===== config.mk =====
export PLATFORM = sky130hd
export DESIGN_NAME = scan_decoder
export DESIGN_NICKNAME = d
export VERILOG_FILES = /design/src/rtl/scan_decoder_pkg.sv /design/src/rtl/scan_decoder_prescaler.sv /design/src/rtl/scan_decoder.sv
export SDC_FILE = /design/constraint.sdc
export NUM_CORES = 1
export LEC_CHECK = 0
export CAP_MARGIN = 20
export CORE_MARGIN = 1.5
export CORE_UTILIZATION = 25
export CTS_BUF_LIST = sky130_fd_sc_hd__clkbuf_8
export CTS_CLUSTER_DIAMETER = 80
export DETAILED_ROUTE_END_ITERATION = 8
export GPL_TIMING_DRIVEN = 0
export PLACE_DENSITY = 0.46
export RECOVER_POWER = 25
export SKIP_LAST_GASP = 1
export SLEW_MARGIN = 10
export SYNTH_ARGS = -nofsm -noshare
export SYNTH_HDL_FRONTEND = slang
export SYNTH_SLANG_ARGS = --single-unit

===== constraint.sdc =====
create_clock -name clk -period 2.2 [get_ports clk]
set_input_delay 0.33 -clock clk [delete_from_list [all_inputs] [get_ports clk]]
set_output_delay 0.33 -clock clk [all_outputs]
set_load 0.01 [all_outputs]

===== src/rtl/scan_decoder_pkg.sv =====
// Shared types, mode constants and the one-hot helper for the scan_decoder slice.
package scan_decoder_pkg;

    typedef enum logic [1:0] {
        ST_OFF,
        ST_DIRECT,
        ST_SCAN
    } state_e;

    localparam logic MODE_DIRECT = 1'b0;
    localparam logic MODE_SCAN   = 1'b1;

    // Widest select the helper accepts; callers cast the result down to their own width.
    localparam int unsigned MAX_SEL_W = 8;
    localparam int unsigned MAX_OUT_W = 1 << MAX_SEL_W;

    function automatic logic [MAX_OUT_W-1:0] onehot_n(input logic [MAX_SEL_W-1:0] sel);
        return MAX_OUT_W'(1) << sel;
    endfunction

endpackage


===== src/rtl/scan_decoder_prescaler.sv =====
// Dwell prescaler for scan_decoder: counts while run is high and pulses step
// once the count reaches div.
module scan_prescaler #(
    parameter int unsigned DIV_W = 16
) (
    input  logic             clk,
    input  logic             rst,
    input  logic             clr,
    input  logic             run,
    input  logic [DIV_W-1:0] div,
    output logic             step
);

    logic [DIV_W-1:0] cnt_q;
    logic [DIV_W-1:0] cnt_d;

    // ">=" lets a lowered div take effect on the very next clock.
    always_comb begin
        step  = run && (cnt_q >= div);
        cnt_d = cnt_q;
        if (clr) begin
            cnt_d = '0;
        end else if (run) begin
            cnt_d = step ? '0 : cnt_q + DIV_W'(1);
        end
    end

    always_ff @(posedge clk or posedge rst) begin
        if (rst) begin
            cnt_q <= '0;
        end else begin
            cnt_q <= cnt_d;
        end
    end

endmodule


===== src/rtl/scan_decoder.sv =====
// Registered N-to-2^N active-low decoder with auto-scan; defining
// SCAN_DECODER_BLANK_EN inserts one all-ones blank clock before each scan step.
module scan_decoder
    import scan_decoder_pkg::*;
#(
    parameter int unsigned SEL_W = 3,
    parameter int unsigned DIV_W = 16
) (
    input  logic                  clk,
    input  logic                  rst,
    input  logic                  en,
    input  logic                  mode,
    input  logic [SEL_W-1:0]      sel,
    input  logic [DIV_W-1:0]      div,
    output logic [2**SEL_W-1:0]   yl,
    output logic [SEL_W-1:0]      idx,
    output logic                  wrap
);

    localparam int unsigned OUT_W = 2**SEL_W;

    state_e             state_q, state_d;
    logic [SEL_W-1:0]   idx_q, idx_d;
    logic [OUT_W-1:0]   yl_q, yl_d;
    logic               wrap_q, wrap_d;
    logic               ps_clr, ps_run, step;

    scan_prescaler #(
        .DIV_W (DIV_W)
    ) u_prescaler (
        .clk  (clk),
        .rst  (rst),
        .clr  (ps_clr),
        .run  (ps_run),
        .div  (div),
        .step (step)
    );

    // Actions follow the state being entered on this edge, so DIRECT has one clock of latency.
    always_comb begin
        if (!en) begin
            state_d = ST_OFF;
        end else if (mode == MODE_SCAN) begin
            state_d = ST_SCAN;
        end else begin
            state_d = ST_DIRECT;
        end

        ps_clr = (state_d == ST_DIRECT) || (state_d == ST_SCAN && state_q != ST_SCAN);
        ps_run = (state_d == ST_SCAN) && (state_q == ST_SCAN);

        idx_d  = idx_q;
        wrap_d = 1'b0;
        yl_d   = '1;

        unique case (state_d)
            ST_DIRECT: idx_d = sel;
            ST_SCAN: begin
                if (step) begin
                    idx_d  = idx_q + SEL_W'(1);
                    wrap_d = (idx_q == '1);
                end
            end
            default: ;
        endcase

        if (state_d != ST_OFF) begin
            yl_d = ~OUT_W'(onehot_n(MAX_SEL_W'(idx_d)));
        end
`ifdef SCAN_DECODER_BLANK_EN
        if (step) begin
            yl_d = '1;
        end
`endif
    end

    always_ff @(posedge clk or posedge rst) begin
        if (rst) begin
            state_q <= ST_OFF;
            idx_q   <= '0;
            yl_q    <= '1;
            wrap_q  <= 1'b0;
        end else begin
            state_q <= state_d;
            idx_q   <= idx_d;
            yl_q    <= yl_d;
            wrap_q  <= wrap_d;
        end
    end

    assign yl   = yl_q;
    assign idx  = idx_q;
    assign wrap = wrap_q;

endmodule


======== After elaboration in Yosys (flattened, before gate mapping) ========
Index checks and enable logic that the tools add are counted.
W data, S select, Z words.
storage, ports and cells
  bits in registers ....................... 30
  input bits .............................. 23
  output and inout port bits .............. 12
cells by class
  $add $sub $neg .......................... 2
  order comparisons ....................... 1
  equal/unequal tests ..................... 5
  shifts and indexed selects .............. 1
  muxes and demuxes ....................... 10
  bitwise operators ....................... 1
  reduce and logical (&&, ||, !) cells .... 6
operator list
  operator                 number
  $mux W16                 3
  $add A16 B1 Y16 const B  1
  $ge A16 B16 Y1           1
  $mux W8                  1
  $not A8 Y8               1
  $shl A1 B3 Y8 const A    1
  $pmux W3 S2              1
  $eq A2 B2 Y1 const B     2
  $mux W2                  2
  $reduce_bool A2 Y1       2
  $add A3 B1 Y3 const B    1
  $eq A3 B3 Y1 const B     1
  $logic_and A1 B1 Y1      3
  $mux W3                  1
  $eq A2 B1 Y1 const B     1
  $mux W1                  2
  $ne A2 B2 Y1 const B     1
  $logic_or A1 B1 Y1       1

======== Longest topological paths before layout ========
Gate-level depths: netlist (run 1).
  depth in word-level cells ............... 10
  mapped depth ............................ 9
  mapped depth without buffers ............ 9

======== Hierarchy ========
A second synthesis (run 1) with hierarchy kept.
second synthesis, totals
  cells, all modules ...................... 203
  area total of the unflattened synthesis .. 1879.3 µm²
by module, submodules not included
  module          times used  cells an instance  area an instance (µm²)
  scan_prescaler  1           155                1296.2
  scan_decoder    1           48                 583.1

======== Worst setup path before layout (run 1) ========
OpenSTA, ideal clock, no wires.
  kind .................................... register to register
  from .................................... register u_prescaler.cnt_q[0]
  to ...................................... register yl_q[3] (netlist: yl[3])
  library setup time ...................... 0.090 ns
  arrival ................................. 2.302 ns
  data required time ...................... 2.110 ns
  path slack .............................. -0.192 ns
  stages on the path, launching flop included .. 10
  path buffers ............................ 0
  cells stage by stage .................... dfrtp_1 inv_1 ha_1 nand2b_1 a2111oi_4 a2111oi_4 o31a_2 a221o_2 inv_2 nand3_1
on the way
  word-level cells in the longest chain between the ends .. 7
RTL lines
  what                    line                          text
  from (decl)             scan_decoder_prescaler.sv:14  logic [DIV_W-1:0] cnt_q;
  from (signal assigned)  scan_decoder_prescaler.sv:32  cnt_q <= cnt_d;
  $ge A16 B16 Y1          scan_decoder_prescaler.sv:19  step = run && (cnt_q >= div);
  $logic_and A1 B1 Y1     scan_decoder_prescaler.sv:19
  $mux W3                 scan_decoder.sv:59            if (step) begin
  $pmux W3 S2             scan_decoder.sv:56            unique case (state_d)
  via idx_d[1]            scan_decoder.sv:23            logic [SEL_W-1:0] idx_q, idx_d;
  $shl A1 B3 Y8           scan_decoder_pkg.sv:18        return MAX_OUT_W'(1) << sel;
  $not A8 Y8              scan_decoder.sv:68            yl_d = ~OUT_W'(onehot_n(MAX_SEL_W'(idx_d)));
  $mux W8                 scan_decoder.sv:67            if (state_d != ST_OFF) begin
  via yl_d[3]             scan_decoder.sv:24            logic [OUT_W-1:0] yl_q, yl_d;
  to (signal assigned)    scan_decoder.sv:86            yl_q <= yl_d;
  to (decl)               scan_decoder.sv:24
The timed path passes the listed nets, and every way through them passes these cells.
A chain may end at the register's enable or synchronous reset.

======== Worst setup path in the final report (run 1) ========
  from .................................... register u_prescaler.cnt_q[0]
  to ...................................... register yl_q[6] (netlist: yl[6])
Same word-level chain as after synthesis.

==> impl_metrics.json, run 1 <==
{
  "multi_input_area_mm2": 0.00118,
  "numCtsBuffers": 5,
  "wire_per_inst_um": 13.1,
  "die_x_um": 90.1,
  "crit_slowest_cell": "a221o_2",
  "dpl.hpwl_mm": 3.33,
  "status": "finished with violations",
  "io_pins": 35,
  "numClockSinks": 30,
  "finalMaxSlewViolations": 0,
  "cts_tree": "yes",
  "placement.io_buffers": 34,
  "max_slew_margin_pct": 49.7,
  "gr-total-overflow": 0,
  "core_area_mm2": 0.00729,
  "fillerInstances": 768,
  "grt_pass1_wl_mm": 8.04,
  "critPathMaxFanout": 6,
  "register_area_um2": 763,
  "cap_violations": 0,
  "synth_cell_types": 41,
  "clk_pin_slew_worst_paths_ns": 0.06,
  "syn_area_mm2": 0.00190,
  "ys_seq_elements": 30,
  "routed_wl_mm": 4.64,
  "cp-end-kind": "flop",
  "root_buffer": "clkbuf_8",
  "leakage_nw": 1.25,
  "syn-num-nets": 237,
  "synth_area_leaders": "dfrtp_1 29%, ha_1 13%, dfstp_2 11%, inv_1 4.8%, a21oi_1 4.0%",
  "required_ns": 2.40,
  "track_usage_pct": 12.3,
  "final_cell_mix": "26 x clkdlybuf4s50_1, 20 x dfrtp_1, 19 x inv_1",
  "dr.pass1.iters": 4,
  "die_y_um": 90.1,
  "hold_path_end": "u_prescaler.cnt_q[0]",
  "period_share_pct": 115,
  "die_area_mm2": 0.00811,
  "synth_top_area_cell": "dfrtp_1",
  "worst_slack_ns": -0.322,
  "min_from": "u_prescaler.cnt_q[0]",
  "synth_ff_type": "dfrtp_1",
  "antenna_found_initial": 0,
  "ir_worst_vdd_mv": 0.162,
  "avgSynthCellArea_um2": 9.72,
  "critPathMaxStageDelay_ns": 0.43,
  "synth_edf_count": 0,
  "syn2layout_area_growth_pct": 48.5,
  "reg2reg_to": "yl[6]",
  "rsz0062_at_grt": "true",
  "clock_latency_ns": 0.28,
  "htree_levels": 2,
  "worst_pin_slew_ns": 0.754,
  "synth.top_cell.area_share_pct": 29.0,
  "worst-setup-path-type": "reg2reg",
  "timing.final.crit_period_ns": 2.52,
  "dpl_cell_area_mm2": 0.00238,
  "via_per_inst": 4.68,
  "num_vias": 1661,
  "arrival_ns": 2.72,
  "fp-row-count": 31,
  "min_path_cells": 3,
  "design_area_mm2": 0.00282,
  "path_cells": "inv_2 > ha_4 > nand2b_4 > a2111oi_4 > a2111oi_4 > buf_4 > buf_6 > o31a_4 > a221o_2 > inv_4 > nand3b_1",
  "grt_max_degree": 20,
  "antenna_cells": 0,
  "drt_iter0_drc": 68,
  "hp-class": "reg2reg",
  "final_common_cell": "clkdlybuf4s50_1",
  "fin_skew_ns": 0.00731,
  "fin_total_pwr_mw": 1.28,
  "failed_checks": "setup timing",
  "r2r_cells": 11,
  "yosysWarnings": 0,
  "yosysSeqAreaShare_pct": 40.1,
  "ant_nets": 0,
  "initial_core_util_pct": 26.0,
  "worstSetupStartpointType": "flop",
  "ys_async_sr_fraction_pct": 100,
  "gp_congestion": 0.776,
  "hold_violations": 0,
  "syn_inst": 195,
  "drive_above_1_share_pct": 29.7,
  "drc_errors": 0,
  "pwr_density_cell_mw_per_mm2": 454,
  "cts_max_path_buffers": 2,
  "setup_violations": 27,
  "reg2reg_slack_ns": -0.32,
  "grt_pass1_vias": 1706,
  "nNetsFinal": 297,
  "timing.fmax_ghz": 0.397,
  "r2r_start": "u_prescaler.cnt_q[0]",
  "crit_top_cell": "a2111oi_4"
}
-- logic make-up after synthesis --
group           Yosys count  synth area share, %
fa+ha+maj                19                 12.5
xor+xnor                  5                 2.31
compound gates           51                 20.5
buf+inv                  30                 6.47
flops                    30                 40.1
simple gates             60                 18.1
-- worst max path at each step --
stage	start	slack (ns)	end	cells after the start
after floorplan	u_prescaler.cnt_q[13]	-0.16	yl[0]	8
after global placement	div[15]	-0.84	yl[6]	10
after detailed placement	div[15]	-0.85	yl[2]	10
after CTS	div[0]	-0.36	u_prescaler.cnt_q[4]	11
after global routing	u_prescaler.cnt_q[0]	-0.41	yl[4]	11
final	u_prescaler.cnt_q[0]	-0.32	yl[6]	11
-- area by class of cell --
class                   instances  share of cell area [%]
clock inverters                 2                   0.311
repair buffers                 53                    18.4
multi-input cells             135                    42.0
plain buffers                   4                    1.33
well taps                      99                    4.40
clock buffers                   6                    2.93
inverters                      26                    3.56
flip-flops and latches         30                    27.1
-- repair_timing --
| item | in CTS | in global routing |
|---|---|---|
| buffers inserted | 8 | 9 |
| gates resized for setup | 13 | 34 |
| pin swaps | 6 | 15 |
| endpoints found under the setup margin | 28 | 28 |
| hold buffers | 0 | 0 |
| cloned | 0 | 1 |
-- cell usage after synthesis, types with 4 or more instances --
cell type and count:
ha_1 19, nand3b_1 4, nand2_1 12, inv_1 24
nor2_1 8, a22o_1 6, nand4_1 4, a21oi_1 15
and2_1 5, a31oi_1 8, nand3_1 13, o21ai_1 5
dfrtp_1 22, nand2b_1 5, xnor2_1 4, dfstp_2 8
-- registers in the layout, summed over array words and instances (netlist names) --
name	count
idx	3
state_q	2
u_prescaler.cnt_q	16
wrap	1
yl	8
-- metal layers --
metal	global-route usage [%]	vias to the layer above	part of all wire, %
li1	-	827	-
met1	15.8	808	48
met2	19.9	21	48
met3	2.88	5	2.8
met4	4.76	0	1.4
met5	0	-	0
-- report_power, final --
part,internal (mW),leakage (nW),switching (mW)
sequential,0.574,0.380,0.0116
clock,0.247,0.0524,0.206
combinational,0.130,0.820,0.109
-- stage by stage --
stage	hold slack, ns	std cells	utilization [%]	TNS, ns	setup slack (ns)
final	0.571	355	38.6	-5.83	-0.322
after global routing	0.606	355	38.6	-8.86	-0.413
after CTS	0.508	345	35.8	-7.82	-0.359
after detailed placement	0.547	329	32.7	-20.34	-0.849
after global placement	0.546	328	32.5	-19.69	-0.837
after floorplan	0.415	195	-	-1.17	-0.163
-- worst max-delay path, delay by kind of cell (launching register included) --
family | cells | cell delay, ns
AND/OR/NAND/NOR | 2 | 0.22
buffers and inverters | 4 | 0.48
adder cells (fa/ha/maj) | 1 | 0.19
AO/OA/AOI/OAI | 4 | 1.16
flip-flops | 1 | 0.39
Note: power is estimated with default switching activity, not from simulation.
==> run 2: changes to the inputs <==
==> constraint.sdc (replaced) <==
create_clock -name clk -period 2.2 [get_ports clk]
set_input_delay 0.44 -clock clk [delete_from_list [all_inputs] [get_ports clk]]
set_output_delay 0.44 -clock clk [all_outputs]
set_load 0.01 [all_outputs]
==> run 2 against run 1 <==
Net effect:
- setup slack worse by 0.019 ns
- final cell count up 0.28%
- the flow still finishes with violations (setup timing)
- critical endpoint is now yl[0]
- wire length up 6.2%
- critical path depth down 2
- combinational power up 3%
- final area up 3.8%
- core utilization up 1.5 points
- hold slack worse by 0.0091 ns
- clock skew down 0.0010 ns
- non-clock buffer count up 1
==> impl_metrics.json, run 2 (synthesis results as in run 1) <==
{
  "status": "finished with violations",
  "failed_checks": "setup timing",
  "arrival_ns": 2.74,
  "finalMaxSlewViolations": 0,
  "setup_violations": 26,
  "grt_pass1_wl_mm": 8.36,
  "root_buffer": "clkbuf_8",
  "gp_congestion": 0.727,
  "pre_cts_slack_ns": -1.07,
  "gr-total-overflow": 0,
  "io_pins": 35,
  "via_per_inst": 4.61,
  "drive_above_1_share_pct": 33.9,
  "reg2reg_slack_ns": -0.34,
  "final_cell_mix": "23 x clkdlybuf4s50_1, 16 x inv_1, 16 x dfrtp_1",
  "cp-end-kind": "flop",
  "grt_pass1_vias": 1669,
  "final_common_cell": "clkdlybuf4s50_1",
  "numCtsBuffers": 5,
  "nNetsFinal": 298,
  "fp-row-count": 31,
  "worst-setup-path-type": "reg2reg",
  "die_x_um": 90.1,
  "max_slew_margin_pct": 60.4,
  "clock_latency_ns": 0.29,
  "fin_skew_ns": 0.00629,
  "r2r_start": "u_prescaler.cnt_q[9]",
  "met3WireLength_um": 113,
  "timing.fmax_ghz": 0.394,
  "min_from": "u_prescaler.cnt_q[0]",
  "cts_tree": "yes",
  "setup_tns_ns": -6.12,
  "whs_ns": 0.562,
  "met2WireLength_mm": 2.27,
  "required_ns": 2.40,
  "track_usage_pct": 13.1,
  "num_vias": 1641,
  "clk_pin_slew_worst_paths_ns": 0.06,
  "r2r_cells": 9,
  "hp-class": "reg2reg",
  "grt_max_degree": 20,
  "drt_iter0_drc": 51,
  "fin_total_pwr_mw": 1.53,
  "ir_worst_vdd_mv": 0.216,
  "numClockSinks": 30,
  "dpl.hpwl_mm": 3.48,
  "core_area_mm2": 0.00729,
  "antenna_found_initial": 0,
  "syn2layout_area_growth_pct": 54.1,
  "min_path_cells": 3,
  "worstSetupStartpointType": "flop",
  "rsz0062_at_grt": "true",
  "drc_errors": 0,
  "timing.final.crit_period_ns": 2.54,
  "worst_pin_slew_ns": 0.595,
  "cap_violations": 0,
  "worst_slack_ns": -0.341,
  "cts_max_path_buffers": 2,
  "routed_wl_mm": 4.93,
  "wire_per_inst_um": 13.8,
  "ant_nets": 0,
  "leakage_nw": 1.25,
  "die_area_mm2": 0.00811,
  "dr.pass1.iters": 4,
  "initial_core_util_pct": 26.0,
  "met1_length_mm": 2.45,
  "die_y_um": 90.1,
  "placement.io_buffers": 34,
  "largest_reg_flops": 16,
  "reg2reg_to": "yl[0]",
  "hold_violations": 0,
  "pwr_density_cell_mw_per_mm2": 525,
  "regMostFlops": "u_prescaler.cnt_q",
  "routed.top_layer": "met4",
  "critPathMaxFanout": 6,
  "period_share_pct": 116,
  "antenna_cells": 0,
  "hold_path_end": "u_prescaler.cnt_q[0]",
  "htree_levels": 2
}
## run 2: changes by cell type in the layout (fill, tap and decap cells not counted), moves of 3 or more
cell / before / now
clkdlybuf4s50_1: 26 / 23
dlygate4sd2_1: 0 / 6
dfrtp_1: 20 / 16
dfrtp_2: 2 / 6
inv_1: 19 / 16
dlymetal6s2s_1: 6 / 2
## run 2: metrics by stage
step	util [%]	instance area (um^2)	instances
2_1_floorplan	-	2010	195
3_3_place_gp	33.9	2470	328
3_5_place_dp	34.3	2500	329
4_1_cts	38.4	2800	353
5_1_grt	40.1	2920	356
6_report	40.1	2920	356
## run 2: area by class of cell
type	count	area (um^2)
buffer	4	41.3
timing repair buffer	54	531
fill	752	4370
clock inverter	2	60.1
clock buffer	6	82.6
sequential	30	768
inverter	26	115
tap	99	124
multi-input combinational	135	1200
## run 2: where the power goes
| group | switching (mW) | internal [mW] | total, mW |
|---|---|---|---|
| combinational | 0.115 | 0.129 | 0.244 |
| clock | 0.220 | 0.483 | 0.704 |
| sequential | 0.0126 | 0.574 | 0.587 |
| total | 0.348 | 1.19 | 1.53 |
## run 2: worst max path at each step
stage / start / endpoint / slack, ns / cells after the start
3_3_place_gp: div[14] / yl[3] / -1.09 / 9
6_report: u_prescaler.cnt_q[9] / yl[0] / -0.34 / 9
2_1_floorplan: div[14] / yl[0] / -0.20 / 9
4_1_cts: div[0] / yl[0] / -0.45 / 10
3_5_place_dp: div[14] / yl[0] / -1.07 / 9
5_1_grt: u_prescaler.cnt_q[13] / yl[0] / -0.45 / 9
## run 2: layer usage
metal  vias to the layer above  track usage, %
li1                        825               -
met2                        20            20.1
met3                         6            2.20
met5                         -               0
met1                       790            17.7
met4                         0            6.35
## run 2: repair_timing
action / CTS / global route
gates resized for setup: 22 / 21
setup buffers: 14 / 3
endpoints found under the setup margin: 28 / 28
pin swaps: 13 / 14
cloned: 2 / 1
hold buffers: 0 / 0
## run 2: critical path, stage by stage, from the launching register on
cell and delay (ns):
dfrtp_2 0.47, ha_4 0.28, nand2_1 0.05, or3_4 0.42, a2111oi_4 0.34, buf_6 0.18, nor3_4 0.04, a221o_1 0.36
buf_6 0.14, nand3b_1 0.16
==> run 3: changes to the inputs <==
Settings changed: RECOVER_POWER 25 to default.
==> run 3 against run 2 <==
Net effect:
- setup slack did not move
- the run still ends with setup timing left
- critical path depth did not move
- clock power barely moved
- core utilization did not move
- final cell count did not move
- highest routed layer unchanged
- critical endpoint unchanged
==> impl_metrics.json, run 3 (synthesis results as in run 1) <==
{
  "drc_errors": 0,
  "period_share_pct": 116,
  "largest_reg_flops": 16,
  "setup_violations": 26,
  "root_buffer": "clkbuf_8",
  "numCtsBuffers": 5,
  "regMostFlops": "u_prescaler.cnt_q",
  "final_cell_mix": "24 x clkdlybuf4s50_1, 16 x inv_1, 16 x dfrtp_1",
  "reg2reg_slack_ns": -0.34,
  "die_x_um": 90.1,
  "pwr_density_cell_mw_per_mm2": 525,
  "critPathMaxFanout": 6,
  "fp-row-count": 31,
  "dr.pass1.iters": 4,
  "r2r_start": "u_prescaler.cnt_q[9]",
  "via_per_inst": 4.61,
  "whs_ns": 0.493,
  "numClockSinks": 30,
  "timing.fmax_ghz": 0.394,
  "die_area_mm2": 0.00811,
  "arrival_ns": 2.74,
  "required_ns": 2.40,
  "clk_pin_slew_worst_paths_ns": 0.07,
  "dpl.hpwl_mm": 3.48,
  "grt_max_degree": 20,
  "wire_per_inst_um": 13.8,
  "htree_levels": 2,
  "rsz0062_at_grt": "true",
  "endpoint": "yl[0]",
  "worstSetupStartpointType": "flop",
  "drive_above_1_share_pct": 33.9,
  "worst-setup-path-type": "reg2reg",
  "grt_pass1_wl_mm": 8.36,
  "grt_pass1_vias": 1669,
  "timing.final.crit_period_ns": 2.54,
  "placement.io_buffers": 34,
  "met1_length_mm": 2.45,
  "met3WireLength_um": 113,
  "cts_max_path_buffers": 2,
  "leakage_nw": 1.25,
  "num_vias": 1641,
  "gp_congestion": 0.727,
  "initial_core_util_pct": 26.0,
  "cp-end-kind": "flop",
  "failed_checks": "setup timing",
  "syn2layout_area_growth_pct": 54.1,
  "track_usage_pct": 13.1,
  "fin_skew_ns": 0.00629,
  "ant_nets": 0,
  "cap_violations": 0,
  "worst_slack_ns": -0.341,
  "ir_worst_vdd_mv": 0.216,
  "cts_tree": "yes",
  "crit_start": "u_prescaler.cnt_q[9]",
  "status": "finished with violations",
  "antenna_found_initial": 0,
  "final_common_cell": "clkdlybuf4s50_1",
  "antenna_cells": 0,
  "r2r_cells": 9,
  "routed_wl_mm": 4.93,
  "routed.top_layer": "met4",
  "die_y_um": 90.1,
  "clock_latency_ns": 0.29,
  "fillerInstances": 752,
  "hp-class": "in2async",
  "max_slew_margin_pct": 60.4,
  "met2WireLength_mm": 2.27,
  "worst_pin_slew_ns": 0.595,
  "gr-total-overflow": 0,
  "reg2reg_to": "yl[0]",
  "finalMaxSlewViolations": 0,
  "pre_cts_slack_ns": -1.07,
  "io_pins": 35,
  "nNetsFinal": 298,
  "drt_iter0_drc": 51,
  "core_area_mm2": 0.00729,
  "hold_violations": 0
}
==> run 3: worst max-delay path, cell delays in order (launching register included) <==
cell and delay (ns):
dfrtp_2 0.47, ha_4 0.28, nand2_1 0.05, or3_4 0.42, a2111oi_4 0.34, buf_6 0.18
nor3_4 0.04, a221o_1 0.36, buf_6 0.14, nand3b_1 0.16
==> run 3: power breakdown <==
| group | internal (mW) | total [mW] | switching, mW |
|---|---|---|---|
| Sequential | 0.574 | 0.587 | 0.0126 |
| Clock | 0.483 | 0.704 | 0.220 |
| Combinational | 0.130 | 0.245 | 0.115 |
| Total | 1.19 | 1.53 | 0.348 |
==> run 3: worst min-delay path by stage <==
stage	start	end	slack, ns	cells after the start
6_report	rst	idx[1]	0.49	2
5_1_grt	rst	idx[1]	0.55	2
4_1_cts	rst	idx[0]	0.50	2
3_5_place_dp	u_prescaler.cnt_q[10]	u_prescaler.cnt_q[10]	0.56	1
3_3_place_gp	u_prescaler.cnt_q[10]	u_prescaler.cnt_q[10]	0.56	1
2_1_floorplan	u_prescaler.cnt_q[4]	u_prescaler.cnt_q[4]	0.50	1
==> run 3: timing repair <==
action / in CTS / in global routing
pin swaps: 13 / 14
hold buffers: 0 / 0
endpoints found under the setup margin: 28 / 28
gates resized for setup: 22 / 21
buffers inserted: 14 / 3
cloned: 2 / 1
==> run 3: final cells by class <==
type	instances	area, um^2	share of cell area [%]
clock inverter	2	60.1	2.06
clock buffer	6	82.6	2.83
sequential	30	768	26.3
inverter	26	115	3.94
timing repair buffer	54	531	18.2
multi-input combinational	135	1200	41.1
buffer	4	41.3	1.41
tap	99	124	4.24
==> run 3: layer usage <==
layer,up-vias,track usage (%)
met4,0,6.35
met2,20,20.1
met3,6,2.20
met5,-,0
li1,825,-
met1,790,17.7
==> run 3: metrics by stage <==
stage | util (%) | instance area, um^2 | std cells | power (mW) | setup TNS (ns)
after floorplan | - | 2010 | 195 | 0.709 | -1.41
after global placement | 33.9 | 2470 | 328 | 0.810 | -24.20
after detailed placement | 34.3 | 2500 | 329 | 0.817 | -24.33
after CTS | 38.4 | 2800 | 353 | 1.54 | -8.22
after global routing | 40.1 | 2920 | 356 | 1.60 | -8.65
final | 40.1 | 2920 | 356 | 1.53 | -6.12
